==> config.mk <==
export PLATFORM = sky130hd
export DESIGN_NAME = phase_slot_mult_arbiter_flat
export DESIGN_NICKNAME = d
export VERILOG_FILES = /design/src/rtl/phase_slot_mult_arbiter_if.sv /design/src/rtl/phase_slot_mult_arbiter.sv /design/src/flat_wrapper.sv
export SDC_FILE = /design/constraint.sdc
export NUM_CORES = 1
export LEC_CHECK = 0
export ABC_AREA = 1
export BUFFER_PORTS_ARGS = -buffer_cell sky130_fd_sc_hd__buf_2
export CORE_MARGIN = 4
export CORE_UTILIZATION = 40
export CTS_CLUSTER_SIZE = 14
export DETAILED_ROUTE_END_ITERATION = 10
export SLEW_MARGIN = 20
export SYNTH_ARGS = -nofsm -noshare
export SYNTH_HDL_FRONTEND = slang
export SYNTH_SLANG_ARGS = --single-unit
export TNS_END_PERCENT = 20
==> constraint.sdc <==
create_clock -name sys_clk -period 5.31 [get_ports sys_clk]
set_input_delay 0.7965 -clock sys_clk [delete_from_list [all_inputs] [get_ports sys_clk]]
set_output_delay 0.7965 -clock sys_clk [all_outputs]
set_load 0.1 [all_outputs]
==> src/rtl/phase_slot_mult_arbiter_if.sv <==
// Requester-side bus of the shared multiplier arbiter.
// Master drives requests/operands, slave returns grants and products.
interface phase_slot_mult_arbiter_if #(
    parameter int N_REQ  = 4,
    parameter int DATA_W = 18
);
    logic [3:0]              clk_phase;
    logic                    stall;
    logic [N_REQ-1:0]        req;
    logic [N_REQ*DATA_W-1:0] a_in;
    logic [N_REQ*DATA_W-1:0] b_in;
    logic [N_REQ-1:0]        grant;
    logic [2*DATA_W-1:0]     prod_out;
    logic                    prod_valid;
    logic [1:0]              prod_id;
    logic [N_REQ-1:0]        overrun;

    modport master (
        output clk_phase, stall, req, a_in, b_in,
        input  grant, prod_out, prod_valid, prod_id, overrun
    );

    modport slave (
        input  clk_phase, stall, req, a_in, b_in,
        output grant, prod_out, prod_valid, prod_id, overrun
    );
endinterface

==> src/rtl/phase_slot_mult_arbiter.sv <==
// Phase-slot / round-robin arbiter sharing one signed multiplier,
// two-stage product pipeline and per-requester starvation monitor.
module phase_slot_mult_arbiter #(
    parameter int N_REQ  = 4,
    parameter int DATA_W = 18
) (
    input  logic                       sys_clk,
    input  logic                       reset,
    phase_slot_mult_arbiter_if.slave   bus
);
    localparam int PW = 2 * DATA_W;

    logic [N_REQ-1:0]         grant_q, grant_d, elig;
    logic [1:0]               rr_q, rr_d, win_id, idx;
    logic                     win;
    logic                     s1_v_q;
    logic signed [DATA_W-1:0] s1_a_q, s1_b_q, s1_a_d, s1_b_d;
    logic [1:0]               s1_id_q;
    logic signed [PW-1:0]     prod_q, prod_d;
    logic [1:0]               pid_q;
    logic                     pv_q;
    logic [4:0]               wait_q [N_REQ];
    logic [4:0]               wait_d [N_REQ];
    logic [N_REQ-1:0]         ovr_q, ovr_d;
    logic                     unused_phase_hi;

    assign unused_phase_hi = ^bus.clk_phase[3:2];

    // Slot owner first, then scan upward from rr_q+1 with wrap.
    always_comb begin
        elig   = bus.req & ~grant_q & {N_REQ{~bus.stall}};
        win    = 1'b0;
        win_id = rr_q;
        idx    = '0;
        for (int k = 0; k < N_REQ; k++) begin
            if (elig[k] && bus.clk_phase[1:0] == 2'(k)) begin
                win    = 1'b1;
                win_id = 2'(k);
            end
        end
        for (int i = 1; i <= N_REQ; i++) begin
            idx = 2'((int'(rr_q) + i) % N_REQ);
            if (!win && elig[idx]) begin
                win    = 1'b1;
                win_id = idx;
            end
        end
        grant_d = '0;
        if (win)
            grant_d[win_id] = 1'b1;
        rr_d   = win ? win_id : rr_q;
        s1_a_d = bus.a_in[int'(win_id)*DATA_W +: DATA_W];
        s1_b_d = bus.b_in[int'(win_id)*DATA_W +: DATA_W];
        prod_d = PW'(s1_a_q) * PW'(s1_b_q);
    end

    always_comb begin
        for (int k = 0; k < N_REQ; k++) begin
            wait_d[k] = wait_q[k];
            if (!bus.req[k] || (win && win_id == 2'(k)))
                wait_d[k] = '0;
            else if (wait_q[k] != 5'd31)
                wait_d[k] = wait_q[k] + 5'd1;
            ovr_d[k] = ovr_q[k] | (wait_d[k] == 5'd16);
        end
    end

    always_ff @(posedge sys_clk or posedge reset) begin
        if (reset) begin
            grant_q <= '0;
            rr_q    <= 2'(N_REQ - 1);
            s1_v_q  <= 1'b0;
            s1_a_q  <= '0;
            s1_b_q  <= '0;
            s1_id_q <= '0;
            prod_q  <= '0;
            pid_q   <= '0;
            pv_q    <= 1'b0;
            ovr_q   <= '0;
            for (int k = 0; k < N_REQ; k++)
                wait_q[k] <= '0;
        end else begin
            grant_q <= grant_d;
            rr_q    <= rr_d;
            s1_v_q  <= win;
            if (win) begin
                s1_a_q  <= s1_a_d;
                s1_b_q  <= s1_b_d;
                s1_id_q <= win_id;
            end
            pv_q <= s1_v_q;
            if (s1_v_q) begin
                prod_q <= prod_d;
                pid_q  <= s1_id_q;
            end
            ovr_q <= ovr_d;
            for (int k = 0; k < N_REQ; k++)
                wait_q[k] <= wait_d[k];
        end
    end

    assign bus.grant      = grant_q;
    assign bus.prod_out   = prod_q;
    assign bus.prod_valid = pv_q;
    assign bus.prod_id    = pid_q;
    assign bus.overrun    = ovr_q;
endmodule

==> src/flat_wrapper.sv <==
// flat-port wrapper written by rule: the top's interface ports become plain ports
module phase_slot_mult_arbiter_flat 
#(
    parameter int N_REQ  = 4,
    parameter int DATA_W = 18
)
  (sys_clk, reset, bus_clk_phase, bus_stall, bus_req, bus_a_in, bus_b_in, bus_grant, bus_prod_out, bus_prod_valid, bus_prod_id, bus_overrun);
  phase_slot_mult_arbiter_if #(.N_REQ(N_REQ), .DATA_W(DATA_W)) bus_i ();
  input  logic sys_clk;
  input  logic reset;
  input wire logic [$bits(bus_i.clk_phase)-1:0] bus_clk_phase;
  input wire logic [$bits(bus_i.stall)-1:0] bus_stall;
  input wire logic [$bits(bus_i.req)-1:0] bus_req;
  input wire logic [$bits(bus_i.a_in)-1:0] bus_a_in;
  input wire logic [$bits(bus_i.b_in)-1:0] bus_b_in;
  output wire logic [$bits(bus_i.grant)-1:0] bus_grant;
  output wire logic [$bits(bus_i.prod_out)-1:0] bus_prod_out;
  output wire logic [$bits(bus_i.prod_valid)-1:0] bus_prod_valid;
  output wire logic [$bits(bus_i.prod_id)-1:0] bus_prod_id;
  output wire logic [$bits(bus_i.overrun)-1:0] bus_overrun;
  assign bus_i.clk_phase = bus_clk_phase;
  assign bus_i.stall = bus_stall;
  assign bus_i.req = bus_req;
  assign bus_i.a_in = bus_a_in;
  assign bus_i.b_in = bus_b_in;
  assign bus_grant = bus_i.grant;
  assign bus_prod_out = bus_i.prod_out;
  assign bus_prod_valid = bus_i.prod_valid;
  assign bus_prod_id = bus_i.prod_id;
  assign bus_overrun = bus_i.overrun;
  phase_slot_mult_arbiter #(.N_REQ(N_REQ), .DATA_W(DATA_W)) u_core (.sys_clk(sys_clk), .reset(reset), .bus(bus_i));
endmodule
== Word level (Yosys, flattened, before mapping) ==
Index checks and enable logic that the tools add are counted.
Cells by class
  muxes and demuxes: 35
  $lt $le $gt $ge: 6
  equal/unequal tests: 14
  bitwise logic cells: 8
  multiply operators: 2
  reductions and logical operators: 27
  shift operators: 2
  add/sub/neg operators: 8
  divide/modulo/power cells: 0
Operators by type and width (number)
  indexed part select 72 x 32 -> 18 bit: 2
  2-to-1 mux 5 bit: 8
  multiplier 18 x 18 -> 36 bit: 1
  adder 5 x 1 -> 5 bit, second input constant: 4
  == test 5 bit, second input constant: 4
  inequality test 5 bit, second input constant: 4
  2-to-1 mux 2 bit: 8
  < comparator 2 x 3 -> 1 bit, second input constant: 5
  logical AND 1 bit: 13
  2-to-1 mux 1 bit: 13
  bitwise AND 4 bit: 2
  binary-select mux 1 bit (select 2 bit): 4
  == test 2 bit, second input constant: 4
  logical NOT 1 bit: 8
  multiplier 2 x 4 -> 6 bit, second input constant: 1
  adder 2 x 1 -> 2 bit, second input constant: 2
  adder 2 bit, second input constant: 2
  == test 2 x 1 -> 1 bit, second input constant: 2
  logical NOT 2 bit: 2
  logical OR 1 bit: 4
  2-to-1 mux 4 bit: 1
  inverter 4 bit: 1
  bitwise OR 1 bit: 4
  demux 1 bit (select 2 bit): 1
  2 further kinds: 2
Storage, ports and cells
  input bits: 155
  latch bits: 0
  bits in writable memories: 0
  register bits after elaboration: 108
  memory bits (read-only): 0
  word-level logic and storage cells: 116
  memories: 0
  output and inout port bits: 47

== Longest topological paths before layout ==
  word-level depth: 26
  depth in mapped cells: 30
  depth with buffers taken out: 28

== Worst setup path after synthesis ==
Ideal clock, no wire load.
  kind: register to register
  start point: register u_core.s1_a_q[17]
  end point: register u_core.prod_q[31] (netlist: u_core.bus.prod_out[31])
  library setup time: 0.120 ns
  period minus slack after synthesis: 5.810 ns
  stages on the path, launching flop included: 29
  path buffers: 2
  data arrival time: 5.691 ns
  path slack: -0.500 ns
  data required time: 5.190 ns
  path through: dfrtp_1 -> clkbuf_1 -> clkbuf_1 -> nand2_1 -> inv_1 -> fa_1 -> inv_1 -> fa_1 -> inv_1 -> ha_1 -> inv_1 -> fa_1 -> inv_1 -> fa_1 -> inv_1 -> fa_1 -> inv_1 -> ha_1 -> nand2_1 -> nor3_1 -> nand3_1 -> nand3_1 -> nand2_1 -> nand2_1 -> nand2_1 -> nand2_1 -> nand2_1 -> nand3_1 -> nand2_1
On the way
  word-level cells in the longest chain between the ends: 1
RTL lines
  start: declaration: line phase_slot_mult_arbiter.sv:17  | logic signed [DATA_W-1:0] s1_a_q, s1_b_q, s1_a_d, s1_b_d;
  start signal: assignment: line phase_slot_mult_arbiter.sv:73  | s1_a_q <= '0;
  start signal: assignment: line phase_slot_mult_arbiter.sv:87  | s1_a_q <= s1_a_d;
  multiplier 18 x 18 -> 36 bit: line phase_slot_mult_arbiter.sv:54  | prod_d = PW'(s1_a_q) * PW'(s1_b_q);
  end signal: assignment: line phase_slot_mult_arbiter.sv:93  | prod_q <= prod_d;
  end: declaration: line phase_slot_mult_arbiter.sv:19  | logic signed [PW-1:0] prod_q, prod_d;
Every way passes these cells.
A chain may end at the register's enable or synchronous reset.

== Worst setup path in the final report ==
  start point: register u_core.s1_b_q[17]
  end point: register u_core.prod_q[27] (netlist: u_core.bus.prod_out[27])
On the way
  word-level cells in the longest chain between the ends: 1
RTL lines
  start: declaration: line phase_slot_mult_arbiter.sv:17
  start signal: assignment: line phase_slot_mult_arbiter.sv:74  | s1_b_q <= '0;
  start signal: assignment: line phase_slot_mult_arbiter.sv:88  | s1_b_q <= s1_b_d;
  multiplier 18 x 18 -> 36 bit: line phase_slot_mult_arbiter.sv:54
Every way passes these cells.

==> impl_results.md <==
* Starting Density at about two fifths
* Post-synthesis sequential area ratio at roughly 15%
* Clock-pin slew on the worst setup and hold paths at approximately 0.080 ns
* Fmax at between 150 and 200 MHz
* First-pass GRT wire length at around 83000 um
* Async set-or-reset flop fraction in the synthesized netlist at 100%
* Slew Viols, Final at 0
* CP arrival at between 5 and 6 ns
* CTS tree: built
* DP Wirelength at about 42000 um
* Post-Route Setup TNS at -2.28 ns
* Synth Cell Area at 18400 sq um
* # nets final at roughly 3400
* DR DRC count at 0
* Yosys warns at 0
* # clock sinks at between 100 and 150
* Via-per-instance ratio at 4.69
* Layout Area Growth over Synthesis at 25.0%
* Avg WL per Cell at between 10 and 15 um
* MaxCap Viol Count at 0
* Post-synthesis area per instance at about 7.6 sq um
* Distinct cells, synth at 44
* Fillers at roughly 4400
* Final hold violations at 0
* Worst path cell trace: clkinv_2, buf_12, buf_4, nor2_1, fa_1, fa_1, fa_1, fa_1, fa_1, inv_1, fa_1, inv_1, ha_4, nand2_2, nor2_4, nand4_1, o21ai_4, a21oi_2, o21bai_1, xor2_1, o21ai_1
* Failing checks: setup timing
* PnR worst setup slack at -0.209 ns
* RSZ-0062 raised after global routing: yes
* Min Hold Slack at 0.463 ns
* IO Port Bufs at about 200
* Antenna-violating nets left at 0
* Peak per-stage delay on the critical path at around 0.55 ns
* Layout cells sized above 1 at 25.3%
* Max_slew headroom at a little over a third
* DP Worst Slack at -0.491 ns
* Top-area cell type share of the netlist area at 35.7%
* GRT Util Overall at roughly a fifth
* CORE AREA at between 40000 and 50000 sq um
* Worst-Skew Late Latency at a little under 0.4 ns
* Syn nets at approximately 3000
* Tmin final at between 5 and 6 ns
* Initial antenna violation count at 0
* Synthesized instance count at 2410
* Num CTS Buffers at 9
* HP Class: flop to flop
* # rows at 78
* Yosys top cell by area: fa_1
* Gr ovfl total at 0
* Die Y at 223 um
* CTS H-Tree Depth at 3
* IO Count at between 200 and 250
* Worst-margin pin slew at 0.961 ns
* Status: complete, but fails checks
* Worst-path fanout max at 10
* Post-synth EDFFs at 0
* Total number of vias at 15874
* Setup crit start kind: flop
* Final Cycle Share at 104%
* Setup violations, final at 20
* Largest net degree at the start of global routing at between 70 and 80
* Die ar. at just under 50000 sq um
* Worst EP required at 5.57 ns
* Number of global-route vias before repair at approximately 17000
* Synthesis-stage register bit count at 108
* Nature of the critical path endpoint: flop
* Main flop type after synthesis: dfrtp_1
* Slowest CP cell: fa_1
* Iteration-0 DRC Markers at around 790
* Final WL at around 50000 um
* Die Wd at between 200 and 250 um
* # diodes at 0
* GPL Wtd Cong at just over 0.9
* Area contributors post-synth: fa_1 (36%), dfrtp_1 (14%), nand2_1 (14%)
* Number of hold buffers added after CTS at 0
* Utilization after layout at between 50% and 60%
* CP most frequent cell: fa_1
* Total iterations of the first detailed-routing run at 5
* CTS Root Cell: clkbuf_16
* Max clock buf depth at 2
* Setup CP Type: flop to flop
* Final clock skew at ~0.017 ns
## area by class of cell
cell class / instances / area, sq um / share of cell area [%]
inverters: 623 / 2350 / 10.2
clock buffers: 9 / 225 / 0.978
flip-flops and latches: 108 / 2730 / 11.9
multi-input cells: 1569 / 13600 / 59.1
repair buffers: 470 / 3270 / 14.2
clock inverters: 7 / 93.8 / 0.407
well taps: 600 / 751 / 3.26
## final timing paths
kind	start	to	slack [ns]	cells after the start
worst max register to register	u_core.s1_b_q[17]	u_core.bus.prod_out[27]	-0.21	21
worst min register to register	u_core.bus.overrun[0]	u_core.bus.overrun[0]	0.46	2
worst max-delay path	u_core.s1_b_q[17]	u_core.bus.prod_out[27]	-0.21	21
min in group asynchronous	reset	u_core.bus.prod_valid	0.62	2
max in group asynchronous	reset	u_core.rr_q[1]	3.60	3
worst min-delay path	u_core.bus.overrun[0]	u_core.bus.overrun[0]	0.46	2
## cells in the final DEF, fill, tap and decap left out, drive strengths merged, types with 2 or more instances in the layout
master    Yosys  layout
nor3          6       6
dfrtp       106     106
nand2       711     711
ha           97      97
xnor2        22      22
nand4        15      15
o21a          2       2
nand3        93      93
fa          329     329
xor2         10      10
dfstp         2       2
clkinvlp      0       2
o21bai        4       4
nor4          3       3
a21boi        3       3
o31ai         2       2
clkinv        1       4
o21ai        80      80
o211ai        9       9
or2          15      15
inv         622     623
nor2         71      71
a21oi        80      80
a21o          3       3
clkbuf       69      10
a31oi        10      10
buf          41     469
## critical path, delay by kind of cell, from the launching register on
| kind | cells | cell delay (ns) |
|---|---|---|
| flip-flops | 1 | 0.38 |
| adder cells (fa/ha/maj) | 7 | 3.20 |
| AND/OR/NAND/NOR | 4 | 0.49 |
| AO/OA/AOI/OAI | 4 | 0.54 |
| buffers and inverters | 5 | 0.54 |
| XOR/XNOR | 1 | 0.24 |
## synthesized netlist by cell type (3+ instances only)
cell	instances
nand2_1	705
nor2_1	63
or2_2	15
inv_2	3
buf_6	5
nor3_1	6
o21ai_1	36
o21ai_0	44
dfrtp_1	106
a31oi_1	10
buf_2	10
nor4_1	3
ha_1	97
clkbuf_1	69
xor2_1	10
a21oi_1	80
nor2_2	5
nand2_2	5
buf_1	17
buf_4	8
nand3_2	3
xnor2_1	22
a21o_1	3
nand4_1	14
o21bai_1	4
fa_1	329
nand3_1	90
a21boi_0	3
o211ai_1	9
inv_1	617
## registers in the layout, indices dropped and copies added, names as in the netlist
register,count
u_core.bus.prod_out,36
u_core.bus.grant,4
u_core.s1_b_q,18
u_core.rr_q,2
u_core.bus.prod_valid,1
u_core.s1_a_q,18
u_core.s1_id_q,2
u_core.s1_v_q,1
u_core.bus.prod_id,2
u_core.bus.overrun,4
u_core.wait_q,20
## through the flow
| step | instance area [sq um] | instances |
|---|---|---|
| 2_1_floorplan | 18600 | 2410 |
| 3_3_place_gp | 21700 | 3335 |
| 3_5_place_dp | 21700 | 3335 |
| 4_1_cts | 22700 | 3372 |
| 5_1_grt | 23000 | 3386 |
| 6_report | 23000 | 3386 |
## cells by family after synthesis
| group | count (synthesis) | share of synthesized area (%) |
|---|---|---|
| xor+xnor | 32 | 1.52 |
| compound gates | 196 | 5.76 |
| fa+ha+maj | 426 | 42.3 |
| buf+inv | 733 | 15.5 |
| simple gates | 915 | 20.2 |
| flops | 108 | 14.7 |
## metal layers
layer	up-vias	wire, um	GRT usage [%]
li1	7750	-	-
met3	61	2630	3.54
met4	0	1180	5.23
met2	405	23500	34.3
met5	-	0	0
met1	7658	22700	27.5
## what timing repair did
action | 4_1_cts | 5_1_grt
buffers inserted | 21 | 13
cloned | 0 | 1
gates resized for setup | 135 | 72
pin swaps | 44 | 36
endpoints found under the setup margin | 23 | 24
Power is left out: the tool's default activity adds up to more than one toggle a clock period on the data nets, which glitch-free logic cannot reach.
